### src/rtl/key_pkg.sv
// Shared definitions for the key entry parser.
// Holds the ASCII codes the parser reacts to, the FSM state encoding,
// the command-match bundle produced by the classifier, and a letter
// matching helper that optionally folds case.
package key_pkg;

    localparam logic [7:0] ASCII_ESC  = 8'h1B;
    localparam logic [7:0] ASCII_CR   = 8'h0D;
    localparam logic [7:0] ASCII_AT   = 8'h40;
    localparam logic [7:0] ASCII_ZERO = 8'h30;
    localparam logic [7:0] ASCII_FIVE = 8'h35;
    localparam logic [7:0] ASCII_NINE = 8'h39;
    localparam logic [7:0] ASCII_LC_A = 8'h61;
    localparam logic [7:0] ASCII_LC_L = 8'h6C;
    localparam logic [7:0] ASCII_LC_N = 8'h6E;
    localparam logic [7:0] ASCII_LC_S = 8'h73;
    // Setting this bit maps an uppercase ASCII letter onto its lowercase form.
    localparam logic [7:0] ASCII_CASE_BIT = 8'h20;

    typedef enum logic [0:0] {
        ST_IDLE    = 1'b0,
        ST_COLLECT = 1'b1
    } key_state_e;

    typedef struct packed {
        logic esc;
        logic cr;
        logic at;
        logic a;
        logic l;
        logic n;
        logic s;
    } cmd_match_t;

    // Compare a byte against a lowercase letter, optionally ignoring case.
    function automatic logic match_letter(input logic [7:0] c,
                                          input logic [7:0] lc,
                                          input logic       fold);
        logic [7:0] folded;
        folded = fold ? (c | ASCII_CASE_BIT) : c;
        return (folded == lc);
    endfunction

endpackage

### src/rtl/key_classify.sv
// Combinational byte classifier.
// Ports:
//   char_data  in  8  ASCII byte to classify
//   is_digit   out 1  byte is '0'..'9'
//   digit      out 4  numeric value of the digit (0 when not a digit)
//   lt6        out 1  byte is '0'..'5'
//   cmd        out    ESC / CR / '@' / a / l / n / s match flags
module key_classify
    import key_pkg::*;
#(
    parameter bit CASE_FOLD = 1'b1
) (
    input  logic [7:0] char_data,
    output logic       is_digit,
    output logic [3:0] digit,
    output logic       lt6,
    output cmd_match_t cmd
);

    // Decode digit class and command matches for the current byte.
    always_comb begin
        is_digit = (char_data >= ASCII_ZERO) && (char_data <= ASCII_NINE);
        lt6      = (char_data >= ASCII_ZERO) && (char_data <= ASCII_FIVE);
        // '0'..'9' are 8'h30..8'h39, so the low nibble already is the value.
        if (is_digit) begin
            digit = char_data[3:0];
        end else begin
            digit = 4'h0;
        end
        cmd.esc = (char_data == ASCII_ESC);
        cmd.cr  = (char_data == ASCII_CR);
        cmd.at  = (char_data == ASCII_AT);
        cmd.a   = match_letter(char_data, ASCII_LC_A, CASE_FOLD);
        cmd.l   = match_letter(char_data, ASCII_LC_L, CASE_FOLD);
        cmd.n   = match_letter(char_data, ASCII_LC_N, CASE_FOLD);
        cmd.s   = match_letter(char_data, ASCII_LC_S, CASE_FOLD);
    end

endmodule

### src/rtl/key_entry_parser.sv
// Keyboard command decoder and '@'-prefixed BCD time-entry collector.
// Single-byte commands pulse det_* while idle; '@' opens an entry of
// NUM_DIGITS digits, each range-checked against SIX_MASK, which commits
// to entry_value or is rejected via entry_error. ESC abandons an entry
// silently; an optional inactivity timeout rejects a stalled entry.
// Ports:
//   clk, rst                 clock, synchronous active-high reset
//   charData, charDataValid  incoming byte and its one-cycle qualifier
//   det_esc .. det_S         registered one-cycle command pulses
//   entry_active             high while an entry is being collected
//   entry_valid/entry_error  one-cycle commit / reject pulses
//   entry_value              last committed value, first digit in MS nibble
module key_entry_parser
    import key_pkg::*;
#(
    parameter int                    NUM_DIGITS     = 4,
    parameter logic [NUM_DIGITS-1:0] SIX_MASK       = 4'b1010,
    parameter bit                    CASE_FOLD      = 1'b1,
    parameter int                    TIMEOUT_CYCLES = 0
) (
    input  logic                      clk,
    input  logic                      rst,
    input  logic [7:0]                charData,
    input  logic                      charDataValid,
    output logic                      det_esc,
    output logic                      det_cr,
    output logic                      det_atSign,
    output logic                      det_A,
    output logic                      det_L,
    output logic                      det_N,
    output logic                      det_S,
    output logic                      entry_active,
    output logic                      entry_valid,
    output logic                      entry_error,
    output logic [4*NUM_DIGITS-1:0]   entry_value
);

    localparam int VAL_W  = 4 * NUM_DIGITS;
    localparam int IDX_W  = $clog2(NUM_DIGITS + 1);
    localparam int CNT_W  = (TIMEOUT_CYCLES > 0) ? $clog2(TIMEOUT_CYCLES + 1) : 1;
    localparam bit TMO_EN = (TIMEOUT_CYCLES > 0);

    key_state_e        state_r;
    logic [IDX_W-1:0]  idx_r;
    logic [VAL_W-1:0]  shadow_r;
    logic [CNT_W-1:0]  cnt_r;

    logic              is_digit_s;
    logic [3:0]        digit_s;
    logic              lt6_s;
    cmd_match_t        cmd_s;
    logic              six_req_s;
    logic              digit_legal_s;
    logic              last_digit_s;
    logic              tmo_hit_s;
    logic [VAL_W-1:0]  shadow_nx_s;

    key_classify #(
        .CASE_FOLD (CASE_FOLD)
    ) u_classify (
        .char_data (charData),
        .is_digit  (is_digit_s),
        .digit     (digit_s),
        .lt6       (lt6_s),
        .cmd       (cmd_s)
    );

    // Look up whether the digit position about to be filled is limited to 0-5.
    // Position idx counts from the first typed digit, i.e. from the mask MSB.
    always_comb begin
        six_req_s = 1'b0;
        for (int i = 0; i < NUM_DIGITS; i++) begin
            six_req_s = six_req_s | ((idx_r == IDX_W'(i)) & SIX_MASK[NUM_DIGITS-1-i]);
        end
    end

    assign digit_legal_s = is_digit_s & (~six_req_s | lt6_s);
    assign last_digit_s  = (idx_r == IDX_W'(NUM_DIGITS - 1));
    assign shadow_nx_s   = (shadow_r << 4) | VAL_W'(digit_s);
    // Fires on the idle cycle that would bring the counter up to the limit.
    assign tmo_hit_s     = TMO_EN && (cnt_r == CNT_W'(TIMEOUT_CYCLES - 1));

    // Entry FSM, shadow/index/timeout state and all registered outputs.
    always_ff @(posedge clk) begin
        if (rst) begin
            state_r      <= ST_IDLE;
            idx_r        <= '0;
            shadow_r     <= '0;
            cnt_r        <= '0;
            det_esc      <= 1'b0;
            det_cr       <= 1'b0;
            det_atSign   <= 1'b0;
            det_A        <= 1'b0;
            det_L        <= 1'b0;
            det_N        <= 1'b0;
            det_S        <= 1'b0;
            entry_active <= 1'b0;
            entry_valid  <= 1'b0;
            entry_error  <= 1'b0;
            entry_value  <= '0;
        end else begin
            det_esc     <= 1'b0;
            det_cr      <= 1'b0;
            det_atSign  <= 1'b0;
            det_A       <= 1'b0;
            det_L       <= 1'b0;
            det_N       <= 1'b0;
            det_S       <= 1'b0;
            entry_valid <= 1'b0;
            entry_error <= 1'b0;
            case (state_r)
                ST_IDLE: begin
                    if (charDataValid) begin
                        det_esc    <= cmd_s.esc;
                        det_cr     <= cmd_s.cr;
                        det_atSign <= cmd_s.at;
                        det_A      <= cmd_s.a;
                        det_L      <= cmd_s.l;
                        det_N      <= cmd_s.n;
                        det_S      <= cmd_s.s;
                        if (cmd_s.at) begin
                            state_r      <= ST_COLLECT;
                            idx_r        <= '0;
                            shadow_r     <= '0;
                            cnt_r        <= '0;
                            entry_active <= 1'b1;
                        end
                    end
                end
                ST_COLLECT: begin
                    // A byte always takes priority over an expiring timeout.
                    if (charDataValid) begin
                        if (cmd_s.esc) begin
                            det_esc      <= 1'b1;
                            state_r      <= ST_IDLE;
                            entry_active <= 1'b0;
                        end else if (digit_legal_s) begin
                            shadow_r <= shadow_nx_s;
                            idx_r    <= idx_r + IDX_W'(1);
                            cnt_r    <= '0;
                            if (last_digit_s) begin
                                entry_value  <= shadow_nx_s;
                                entry_valid  <= 1'b1;
                                state_r      <= ST_IDLE;
                                entry_active <= 1'b0;
                            end
                        end else begin
                            entry_error  <= 1'b1;
                            state_r      <= ST_IDLE;
                            entry_active <= 1'b0;
                        end
                    end else if (tmo_hit_s) begin
                        entry_error  <= 1'b1;
                        state_r      <= ST_IDLE;
                        entry_active <= 1'b0;
                    end else if (TMO_EN) begin
                        cnt_r <= cnt_r + CNT_W'(1);
                    end
                end
                default: begin
                    state_r      <= ST_IDLE;
                    entry_active <= 1'b0;
                end
            endcase
        end
    end

endmodule

### config.mk
export PLATFORM = sky130hd
export DESIGN_NAME = key_entry_parser
export DESIGN_NICKNAME = d
export VERILOG_FILES = /design/src/rtl/key_pkg.sv /design/src/rtl/key_classify.sv /design/src/rtl/key_entry_parser.sv
export SDC_FILE = /design/constraint.sdc
export NUM_CORES = 1
export LEC_CHECK = 0
export CAP_MARGIN = 10
export CORE_MARGIN = 5
export CORE_UTILIZATION = 54
export DETAILED_ROUTE_END_ITERATION = 8
export PLACE_DENSITY = 0.87
export SETUP_SLACK_MARGIN = 0.4
export SYNTH_ARGS = -nofsm -noshare
export SYNTH_HDL_FRONTEND = slang
export SYNTH_SLANG_ARGS = --single-unit
### constraint.sdc
create_clock -name clk -period 4.85 [get_ports clk]
set_clock_uncertainty 0.05 [all_clocks]
set_input_delay 1.455 -clock clk [delete_from_list [all_inputs] [get_ports clk]]
set_output_delay 1.455 -clock clk [all_outputs]
set_load 0.05 [all_outputs]
==> metrics.md, run 1 <==
| Metric | Value |
|---|---|
| Cell leakage power | `0.8402 nW` |
| Root Buffer | `clkbuf_4` |
| Reg2reg setup slack | `2.27 ns` |
| GR Overflow Total | `0` |
| Post-synth top cells | `nand2_1 (47), dfxtp_1 (42), mux2i_1 (31)` |
| Min Tclk post-route | `3.432 ns` |
| Ys async rst share | `0%` |
| Max_slew headroom | `21.78%` |
| Kind of end point of the critical path | `flop` |
| Largest net degree at the start of global routing | `34` |
| Global-route total usage across every layer | `16.76%` |
| Cell breakdown of the critical path | `clkdlybuf4s50_1 -> o211ai_1 -> a21oi_4 -> nor4_4 -> mux2i_1` |
| # diodes | `0` |
| Non-Filler Instances | `269` |
| Tcrit/Tclk final | `70.77%` |
| DP HPWL | `2.504 mm` |
| Synth area leader | `dfxtp_1` |
| Flop pwr share | `56.7%` |
| Syn Std Cell Area | `1827 um2` |
| I/O pins | `37` |
| Placed insts | `261` |
| First DRT Iteration DRCs | `69` |
| Crit Path Max Fanout | `15` |
| Share of cells above drive strength 1 | `7.175%` |
| Worst slew pin tran | `1.165 ns` |
| Area Overhead vs Synth | `23.97%` |
| FF-to-FF path depth | `6` |
| Number of synthesized flops with an enable pin | `0` |
| Final Slew Violations | `0` |
| Residual DRC count | `0` |
| Crit path kind | `input port to flop` |
| P_int | `467.4 uW` |
| Setup bufs post-CTS | `0` |
| Peak supply drop | `0.1971 mV` |
| Worst hold endpoint | `entry_value[14]` |
| Synthesized flop and latch total | `42` |
| Die Ht | `68.16 um` |
| Post-CTS Resized | `0` |
| Clk sinks | `42` |
| Net count after synthesis | `202` |
| Synth Instances | `187` |
| Initial Util | `55.18%` |
| Sw Ratio | `23.20%` |
| Via density | `5.283` |
| WP data arrival | `3.68 ns` |
| Num rows | `21` |
| Avg Synthesized Cell Area | `9.769 um2` |
| Clk pwr share | `37.9%` |
| NetSw | `141.2 uW` |
| CTS buffer count | `5` |
| RSZ-0062 raised after global routing | `false` |
| H-tree levels | `2` |
| Main flop type after synthesis | `dfxtp_1` |
| Worst hold stages | `2` |
| # setup viols final | `0` |
| Power Total | `608.6 uW` |
| ANT nets after route | `0` |
| Routed WL | `3.484 mm` |
| Port Buffer Count | `36` |
| Maximum buffer depth of the clock tree | `2` |
| Reg2reg start | `idx_r[0]` |
| CP max stage delay | `1.00 ns` |
| Synth cell types | `39` |
| Source of the worst hold timing path | `entry_value[14]` |
| Pre-antenna DRT Iters | `5` |
| Critical Path RT | `5.09 ns` |
| Status | `complete, no violations` |
| Fin Setup TNS | `0 ns` |
| Die width | `68.16 um` |
| Yosys top cell area share | `46.03%` |
| Synth warn | `0` |
| Avg WL per Cell | `12.95 um` |
| Hold slack | `0.4110 ns` |
| R2R Path End | `shadow_r[10]` |
| CTS tree | `built` |
| Clk slew on worst S/H paths | `0.11 ns` |
| Core Region | `3311 um2` |
| Max Cap Violations | `0` |
| Final Hold Viols | `0` |
| CTS Hold Buffers Added | `0` |
| Placer Congestion | `0.8270` |
| Nets | `237` |
| First-pass GRT wire length | `5.871 mm` |
| Worst Hold Class | `flop to flop` |
| Combinational Power Share | `5.4%` |
| Crit path launch type | `input port` |
| Count leader, synth | `nand2_1` |
| Register area share after synthesis | `46.03%` |
| Power density over the cells | `268.8 nW/um2` |
| Die area | `4646 um2` |
| Worst path slowest cell | `nor4_4` |
| Vias in the first global route | `1327` |
| Via count | `1421` |
| FMAX | `0.2913 GHz` |
| Top cells by area, synth | `dfxtp_1 (46%), mux2i_1 (17%), nand2_1 (9.7%)` |
| Clk Latency, worst-skew pair | `0.37 ns` |
| Antenna violations before repair | `0` |
layout by cell type (no fill, tap or decap), types with 2 or more instances in the layout:
cell type        count
nor4_1               3
clkdlybuf4s50_1     36
nor2_1               5
nor3b_1              2
dfxtp_1             42
ha_1                 4
nand2_1             47
inv_1                6
and3_1               5
nand4bb_1            2
nand3_1              5
nor3_1               6
mux2i_1             31
clkbuf_4             5
area by class of cell:
type                       count  area, um2
inverter                       6      22.52
multi-input combinational    130      894.6
clock buffer                   5      37.54
fill                         294       1046
sequential                    42      840.8
timing repair buffer          37      367.9
tap                           46      57.56
clock inverter                 3      43.79
worst max path at each step:
stage | start | to | cells past startpoint
floorplan | charData[1] | shadow_r[10] | 6
global placement | charData[1] | shadow_r[4] | 5
detailed placement | charData[1] | shadow_r[1] | 5
CTS | charData[1] | shadow_r[1] | 5
global route | charData[4] | shadow_r[4] | 5
finish | charData[1] | shadow_r[10] | 5
state kept, by name (all words and copies together) (netlist names):
name          flops
idx_r             3
entry_valid       1
shadow_r         12
det_S             1
det_esc           1
det_A             1
det_N             1
entry_value      16
det_L             1
entry_active      1
det_atSign        1
state_r           1
entry_error       1
det_cr            1
cell families (layout without fill, tap and decap cells):
group / Yosys count / count (layout) / synth area share (%)
buffers and inverters: 15 / 51 / 5.000
DFF: 42 / 42 / 46.03
and+or+nand+nor: 85 / 85 / 23.84
adders and majority gates: 4 / 4 / 2.740
AOI/OAI and AO/OA: 10 / 10 / 5.411
muxes: 31 / 31 / 16.99
critical path, delay by kind of cell:
kind	cells	cell delay [ns]
simple gates	1	1.00
buf+inv	1	0.59
compound gates	2	0.36
mux	1	0.26
metrics by stage:
| step | utilization (%) | setup WS [ns] | instance area (um2) |
|---|---|---|---|
| final | 68.41 | 1.418 | 2265 |
| after CTS | 68.41 | 1.394 | 2265 |
| after detailed placement | 65.95 | 1.005 | 2183 |
| after floorplan | - | 2.005 | 1827 |
| after global placement | 65.95 | 1.033 | 2183 |
| after global routing | 68.41 | 1.284 | 2265 |
power by group through the flow:
stage	Sequential, mW	Combinational [mW]	Clock [mW]
finish	0.345	0.0329	0.231
global route	0.345	0.0355	0.250
CTS	0.345	0.0328	0.233
detailed placement	0.353	0.0326	0
global placement	0.353	0.0324	0
floorplan	0.353	0.0170	0
layer usage:
metal | routed length, um | GRT usage (%) | part of all wire (%) | up-vias
met4 | 65 | 7.196 | 1.9 | 0
li1 | - | - | - | 713
met1 | 1638 | 21.36 | 47 | 674
met2 | 1661 | 26.11 | 48 | 27
met3 | 117 | 5.090 | 3.4 | 7
met5 | 0 | 0 | 0 | -
(Power assumes the default switching activity.)
==> run 2, diff against run 1 <==
--- a/config.mk
+++ b/config.mk
@@ -7,9 +7,9 @@
 export LEC_CHECK = 0
 export CAP_MARGIN = 10
 export CORE_MARGIN = 5
-export CORE_UTILIZATION = 54
+export CORE_UTILIZATION = 45
 export DETAILED_ROUTE_END_ITERATION = 8
-export PLACE_DENSITY = 0.87
+export PLACE_DENSITY = 0.78
 export SETUP_SLACK_MARGIN = 0.4
 export SYNTH_ARGS = -nofsm -noshare
 export SYNTH_HDL_FRONTEND = slang
==> constraint.sdc (replaced) <==
create_clock -name clk -period 2.9 [get_ports clk]
set_clock_uncertainty 0.05 [all_clocks]
set_input_delay 0.87 -clock clk [delete_from_list [all_inputs] [get_ports clk]]
set_output_delay 0.87 -clock clk [all_outputs]
set_load 0.05 [all_outputs]
==> metrics.md, run 2 (same netlist as run 1, synthesis figures left out) <==
| Metric | Value |
|---|---|
| Final Slew Violations | `0 (unchanged)` |
| Fin Setup TNS | `0 ns (unchanged)` |
| Residual DRC count | `0 (unchanged)` |
| Core Region | `3971 um2 (was 3311 um2)` |
| Largest net degree at the start of global routing | `19 (was 34)` |
| Final core occ | `61.25% (was 68.41%)` |
| Biggest register | `entry_value (unchanged)` |
| # setup viols final | `0 (unchanged)` |
| Max Cap Violations | `0 (unchanged)` |
| Initial Util | `46.00% (was 55.18%)` |
| Crit path launch type | `input port (unchanged)` |
| Top flop regs | `entry_value x16, shadow_r x12, idx_r x3 (unchanged)` |
| CTS buffer count | `5 (unchanged)` |
| Cell leakage power | `0.9467 nW (was 0.8402 nW)` |
| Antenna violations before repair | `0 (unchanged)` |
| Critical path's top delay family | `buffers and inverters (was simple AND/OR/NAND/NOR gates)` |
| Crit Path Max Fanout | `12 (was 15)` |
| Worst path slowest cell | `clkdlybuf4s50_1 (was nor4_4)` |
| Worst slew pin tran | `0.5060 ns (was 1.165 ns)` |
| Power Total | `1.019 mW (was 608.6 uW)` |
| Area Overhead vs Synth | `33.15% (was 23.97%)` |
| Crit path kind | `input port to flop (unchanged)` |
| Clk Latency, worst-skew pair | `0.29 ns (was 0.37 ns)` |
| Placer Congestion | `0.8588 (was 0.8270)` |
| RSZ-0062 raised after global routing | `false (unchanged)` |
| Final Hold Viols | `0 (unchanged)` |
| Power density over the cells | `419.1 nW/um2 (was 268.8 nW/um2)` |
| Status | `complete, no violations (unchanged)` |
| Global-route total usage across every layer | `15.90% (was 16.76%)` |
| Placement Setup Slack | `-0.2488 ns (was 1.005 ns)` |
| Hold slack | `0.4072 ns (was 0.4110 ns)` |
| CTS tree | `built (unchanged)` |
| WP buf/inv | `4 (was 1)` |
| Critical Path RT | `3.03 ns (was 5.09 ns)` |
| H-tree levels | `2 (unchanged)` |
| ANT nets after route | `0 (unchanged)` |
| Commonest non-fill, non-tap cell in the layout | `nand2_1 (unchanged)` |
| Clk sinks | `42 (unchanged)` |
| Worst Hold Class | `flop to flop (unchanged)` |
| Maximum buffer depth of the clock tree | `2 (unchanged)` |
| Routed WL | `3.903 mm (was 3.484 mm)` |
| First DRT Iteration DRCs | `90 (was 69)` |
| Max reg flops | `16 (unchanged)` |
| First-pass GRT wire length | `6.630 mm (was 5.871 mm)` |
| WP data arrival | `2.57 ns (was 3.68 ns)` |
| Share of cells above drive strength 1 | `14.11% (was 7.175%)` |
| Die width | `73.72 um (was 68.16 um)` |
| Avg WL per Cell | `13.41 um (was 12.95 um)` |
| FMAX | `0.4106 GHz` |
| Nets | `255 (was 237)` |
| Commonest cells after routing, fill and taps aside | `nand2_1 (47), dfxtp_1 (42), clkdlybuf4s50_1 (34) (was nand2_1 (47), dfxtp_1 (42), clkdlybuf4s50_1 (36))` |
| I/O pins | `37 (unchanged)` |
| Cell breakdown of the critical path | `clkdlybuf4s50_1 -> buf_4 -> o21ai_2 -> nand2b_4 -> buf_4 -> or3_1 -> buf_4 -> mux2i_1 (was clkdlybuf4s50_1 -> o211ai_1 -> a21oi_4 -> nor4_4 -> mux2i_1)` |
| Num rows | `23 (was 21)` |
| Placed insts | `282 (was 261)` |
| Port Buffer Count | `36 (unchanged)` |
| CP dominant cell by count | `buf_4` |
| Non-Filler Instances | `291 (was 269)` |
| Root Buffer | `clkbuf_8 (was clkbuf_4)` |
| Via count | `1474 (was 1421)` |
| GR Overflow Total | `0 (unchanged)` |
| Kind of end point of the critical path | `flop (unchanged)` |
| # diodes | `0 (unchanged)` |
| Die area | `5434 um2 (was 4646 um2)` |
| Via density | `5.065 (was 5.283)` |
| Setup WS post-layout | `0.4644 ns (was 1.418 ns)` |
| Max_slew headroom | `66.16% (was 21.78%)` |
| Peak supply drop | `0.3015 mV (was 0.1971 mV)` |
| DP HPWL | `2.840 mm (was 2.504 mm)` |
| Tcrit/Tclk final | `83.99%` |
| Design area | `2432 um2 (was 2265 um2)` |
| Placed cell areas | `2316 um2 (was 2183 um2)` |
| CP max stage delay | `0.51 ns (was 1.00 ns)` |
| Clk slew on worst S/H paths | `0.08 ns (was 0.11 ns)` |
| Vias in the first global route | `1440 (was 1327)` |
| Pre-antenna DRT Iters | `4 (was 5)` |
| Die Ht | `73.72 um (was 68.16 um)` |
| Min Tclk post-route | `2.436 ns` |
run 2: cell count changes in the layout (fill, tap and decap cells not counted), moves of 2 or more:
cell | before | now
clkbuf_4 | 5 | 0
clkbuf_8 | 0 | 5
buf_4 | 1 | 18
dlymetal6s2s_1 | 0 | 2
clkdlybuf4s50_1 | 36 | 34
run 2: power breakdown:
group	internal [mW]	switching, mW	total, mW	leakage (nW)
logic	0.0339	0.0386	0.0725	0.563
registers	0.576	0.000104	0.576	0.338
clock network	0.170	0.201	0.371	0.0452
run 2: repair_timing:
item | 4_1_cts | 5_1_grt
gates resized for setup | 1 | 3
hold endpoints to repair | 0 | 0
setup endpoints to repair | 19 | 11
buffers inserted | 1 | 0
hold buffers | 0 | 0
pin swaps | 1 | 0
run 2: layout make-up:
class                      count  area [um2]
fill                         327        1539
multi-input combinational    130       899.6
sequential                    42       840.8
timing repair buffer          55       520.5
clock buffer                   6       72.57
tap                           50       62.56
inverter                       6       22.52
clock inverter                 2       13.76
run 2: worst paths after layout:
check,from,to,slack (ns),cells after the start
setup reg to reg,idx_r[0],entry_value[9],0.86,8
hold reg to reg,entry_value[13],entry_value[13],0.41,2
hold / removal,entry_value[13],entry_value[13],0.41,2
setup / recovery,charData[3],entry_value[9],0.46,8
run 2: layer usage:
layer | vias up | wire (um) | track usage (%)
met4 | 0 | 63 | 6.036
met3 | 4 | 174 | 4.104
met1 | 688 | 1757 | 20.22
met5 | - | 0 | 0
li1 | 746 | - | -
met2 | 36 | 1908 | 25.69
run 2: worst reg2reg max path, stage by stage, from the launching register on:
cell and delay (ns):
dfxtp_1 0.36, inv_1 0.08, ha_1 0.21, o211ai_1 0.27, a21oi_4 0.10, buf_4 0.16
or3_1 0.34, buf_4 0.21, mux2i_1 0.14
==> run 3, diff against run 2 <==
==> constraint.sdc (replaced) <==
create_clock -name clk -period 2.16 [get_ports clk]
set_clock_uncertainty 0.05 [all_clocks]
set_input_delay 0.648 -clock clk [delete_from_list [all_inputs] [get_ports clk]]
set_output_delay 0.648 -clock clk [all_outputs]
set_load 0.05 [all_outputs]
==> metrics.md, run 3 (same netlist as run 1, synthesis figures left out) <==
| Metric | Value |
|---|---|
| Maximum buffer depth of the clock tree | `2 (unchanged)` |
| Global-route total usage across every layer | `20.77% (was 15.90%)` |
| First-pass GRT wire length | `8.569 mm (was 6.630 mm)` |
| Area Overhead vs Synth | `58.01% (was 33.15%)` |
| RSZ-0062 raised after global routing | `true (was false)` |
| Initial Util | `46.00% (unchanged)` |
| DP HPWL | `2.891 mm (was 2.840 mm)` |
| Num rows | `23 (unchanged)` |
| # fillers | `251 (was 327)` |
| Placement Setup Slack | `-0.8441 ns (was -0.2488 ns)` |
| Port Buffer Count | `36 (unchanged)` |
| Crit Path Max Fanout | `6 (was 12)` |
| Critical Path RT | `2.31 ns (was 3.03 ns)` |
| Die width | `73.72 um (unchanged)` |
| H-tree levels | `2 (unchanged)` |
| ANT nets after route | `0 (unchanged)` |
| Max reg flops | `16 (unchanged)` |
| FMAX | `0.4978 GHz` |
| Fin Setup TNS | `0 ns (unchanged)` |
| Area of the multi-input gates | `1055 um2 (was 899.6 um2)` |
| Commonest non-fill, non-tap cell in the layout | `buf_4 (was nand2_1)` |
| Via density | `5.282 (was 5.065)` |
| First DRT Iteration DRCs | `109 (was 90)` |
| Max_slew headroom | `80.20% (was 66.16%)` |
| Crit path kind | `flop to flop (was input port to flop)` |
| CTS buffer count | `5 (unchanged)` |
| Largest net degree at the start of global routing | `22 (was 19)` |
| I/O pins | `37 (unchanged)` |
| Antenna violations before repair | `0 (unchanged)` |
| Residual DRC count | `0 (unchanged)` |
| Die area | `5434 um2 (unchanged)` |
| Min Tclk post-route | `2.009 ns` |
| Peak supply drop | `0.2843 mV (was 0.3015 mV)` |
| WP data arrival | `2.16 ns (was 2.57 ns)` |
| Commonest cells after routing, fill and taps aside | `buf_4 (54), nand2_1 (46), dfxtp_1 (40) (was nand2_1 (47), dfxtp_1 (42), clkdlybuf4s50_1 (34))` |
| Reg area | `845.8 um2 (was 840.8 um2)` |
| Top flop regs | `entry_value x16, shadow_r x12, idx_r x3 (unchanged)` |
| Clk slew on worst S/H paths | `0.09 ns (was 0.08 ns)` |
| CTS tree | `built (unchanged)` |
| Design area | `2887 um2 (was 2432 um2)` |
| # diodes | `0 (unchanged)` |
| Crit path launch type | `flop (was input port)` |
| GR Overflow Total | `0 (unchanged)` |
| Placed cell areas | `2366 um2 (was 2316 um2)` |
| Pre-antenna DRT Iters | `4 (unchanged)` |
| Tcrit/Tclk final | `93.01%` |
| Worst slew pin tran | `0.2946 ns (was 0.5060 ns)` |
| Routed WL | `5.646 mm (was 3.903 mm)` |
| # setup viols final | `0 (unchanged)` |
| Kind of end point of the critical path | `flop (unchanged)` |
| Share of cells above drive strength 1 | `43.96% (was 14.11%)` |
| Root Buffer | `clkbuf_8 (unchanged)` |
| Vias in the first global route | `1766 (was 1440)` |
| Clk Latency, worst-skew pair | `0.30 ns (was 0.29 ns)` |
| Final Hold Viols | `0 (unchanged)` |
| Status | `complete, no violations (unchanged)` |
| Core Region | `3971 um2 (unchanged)` |
| Via count | `1706 (was 1474)` |
| Clk sinks | `42 (unchanged)` |
| Placer Congestion | `0.8865 (was 0.8588)` |
| Final Slew Violations | `0 (unchanged)` |
| Die Ht | `73.72 um (unchanged)` |
| Setup WS post-layout | `0.1510 ns (was 0.4644 ns)` |
| Biggest register | `entry_value (unchanged)` |
| Avg WL per Cell | `17.48 um (was 13.41 um)` |
| Nets | `287 (was 255)` |
| Worst Hold Class | `flop to flop (unchanged)` |
| Max Cap Violations | `0 (unchanged)` |
| Cell leakage power | `1.193 nW (was 0.9467 nW)` |
| Power density over the cells | `496.9 nW/um2 (was 419.1 nW/um2)` |
[run 3: cell types whose count changed in the layout (fill, tap and decap cells not counted), moves of 3 or more]
cell,change
clkdlybuf4s50_1,-33
nor3_4,+3
mux2i_1,-3
nor3_1,-4
clkdlybuf4s15_2,+11
buf_6,+14
buf_4,+36
[run 3: critical path, stage by stage, from the launching register on]
cell	delay [ns]
dfxtp_2	0.38
inv_4	0.06
ha_4	0.17
o211ai_1	0.27
a21oi_4	0.10
buf_6	0.13
or3_4	0.42
buf_16	0.17
mux2i_2	0.14
[run 3: cell type report]
class	count	area share, %
Sequential cell	42	29.30
Tap cell	50	2.167
Timing Repair Buffer	87	28.13
Inverter	6	0.8669
Clock inverter	2	0.4768
Multi-Input combinational cell	130	36.54
Clock buffer	6	2.514
[run 3: where the power goes]
group | switching (mW) | internal, mW | total [mW]
clock network | 0.294 | 0.229 | 0.523
registers | 0.000118 | 0.772 | 0.772
logic | 0.0710 | 0.0681 | 0.139
[run 3: per-stage QoR]
step,std cells,util (%),hold slack [ns],total power [mW]
CTS,319,69.00,0.4102,1.409
global placement,292,59.58,0.3938,0.8945
global route,323,72.68,0.4372,1.478
floorplan,187,-,0.3850,0.8336
finish,323,72.68,0.4127,1.434
detailed placement,292,59.58,0.3961,0.8952
[run 3: worst paths after layout]
path,from,to,slack [ns],cells past startpoint
min,shadow_r[1],shadow_r[1],0.41,2
max reg2reg,idx_r[0],entry_value[7],0.15,8
min reg2reg,shadow_r[1],shadow_r[1],0.41,2
max,idx_r[0],entry_value[7],0.15,8
[run 3: repair_timing]
| action | 4_1_cts | 5_1_grt |
|---|---|---|
| setup endpoints to repair | 45 | 39 |
| hold buffers | 0 | 0 |
| resized for setup | 72 | 27 |
| gates cloned | 2 | 0 |
| pin swaps | 13 | 13 |
| buffers inserted | 17 | 4 |
[run 3: routing by layer]
metal | global-route usage, % | up-vias | wire [um] | part of all wire (%)
li1 | - | 813 | - | -
met1 | 25.25 | 810 | 2396 | 42
met2 | 34.25 | 58 | 2767 | 49
met3 | 3.146 | 25 | 232 | 4.1
met4 | 12.47 | 0 | 250 | 4.4
met5 | 0 | - | 0 | 0
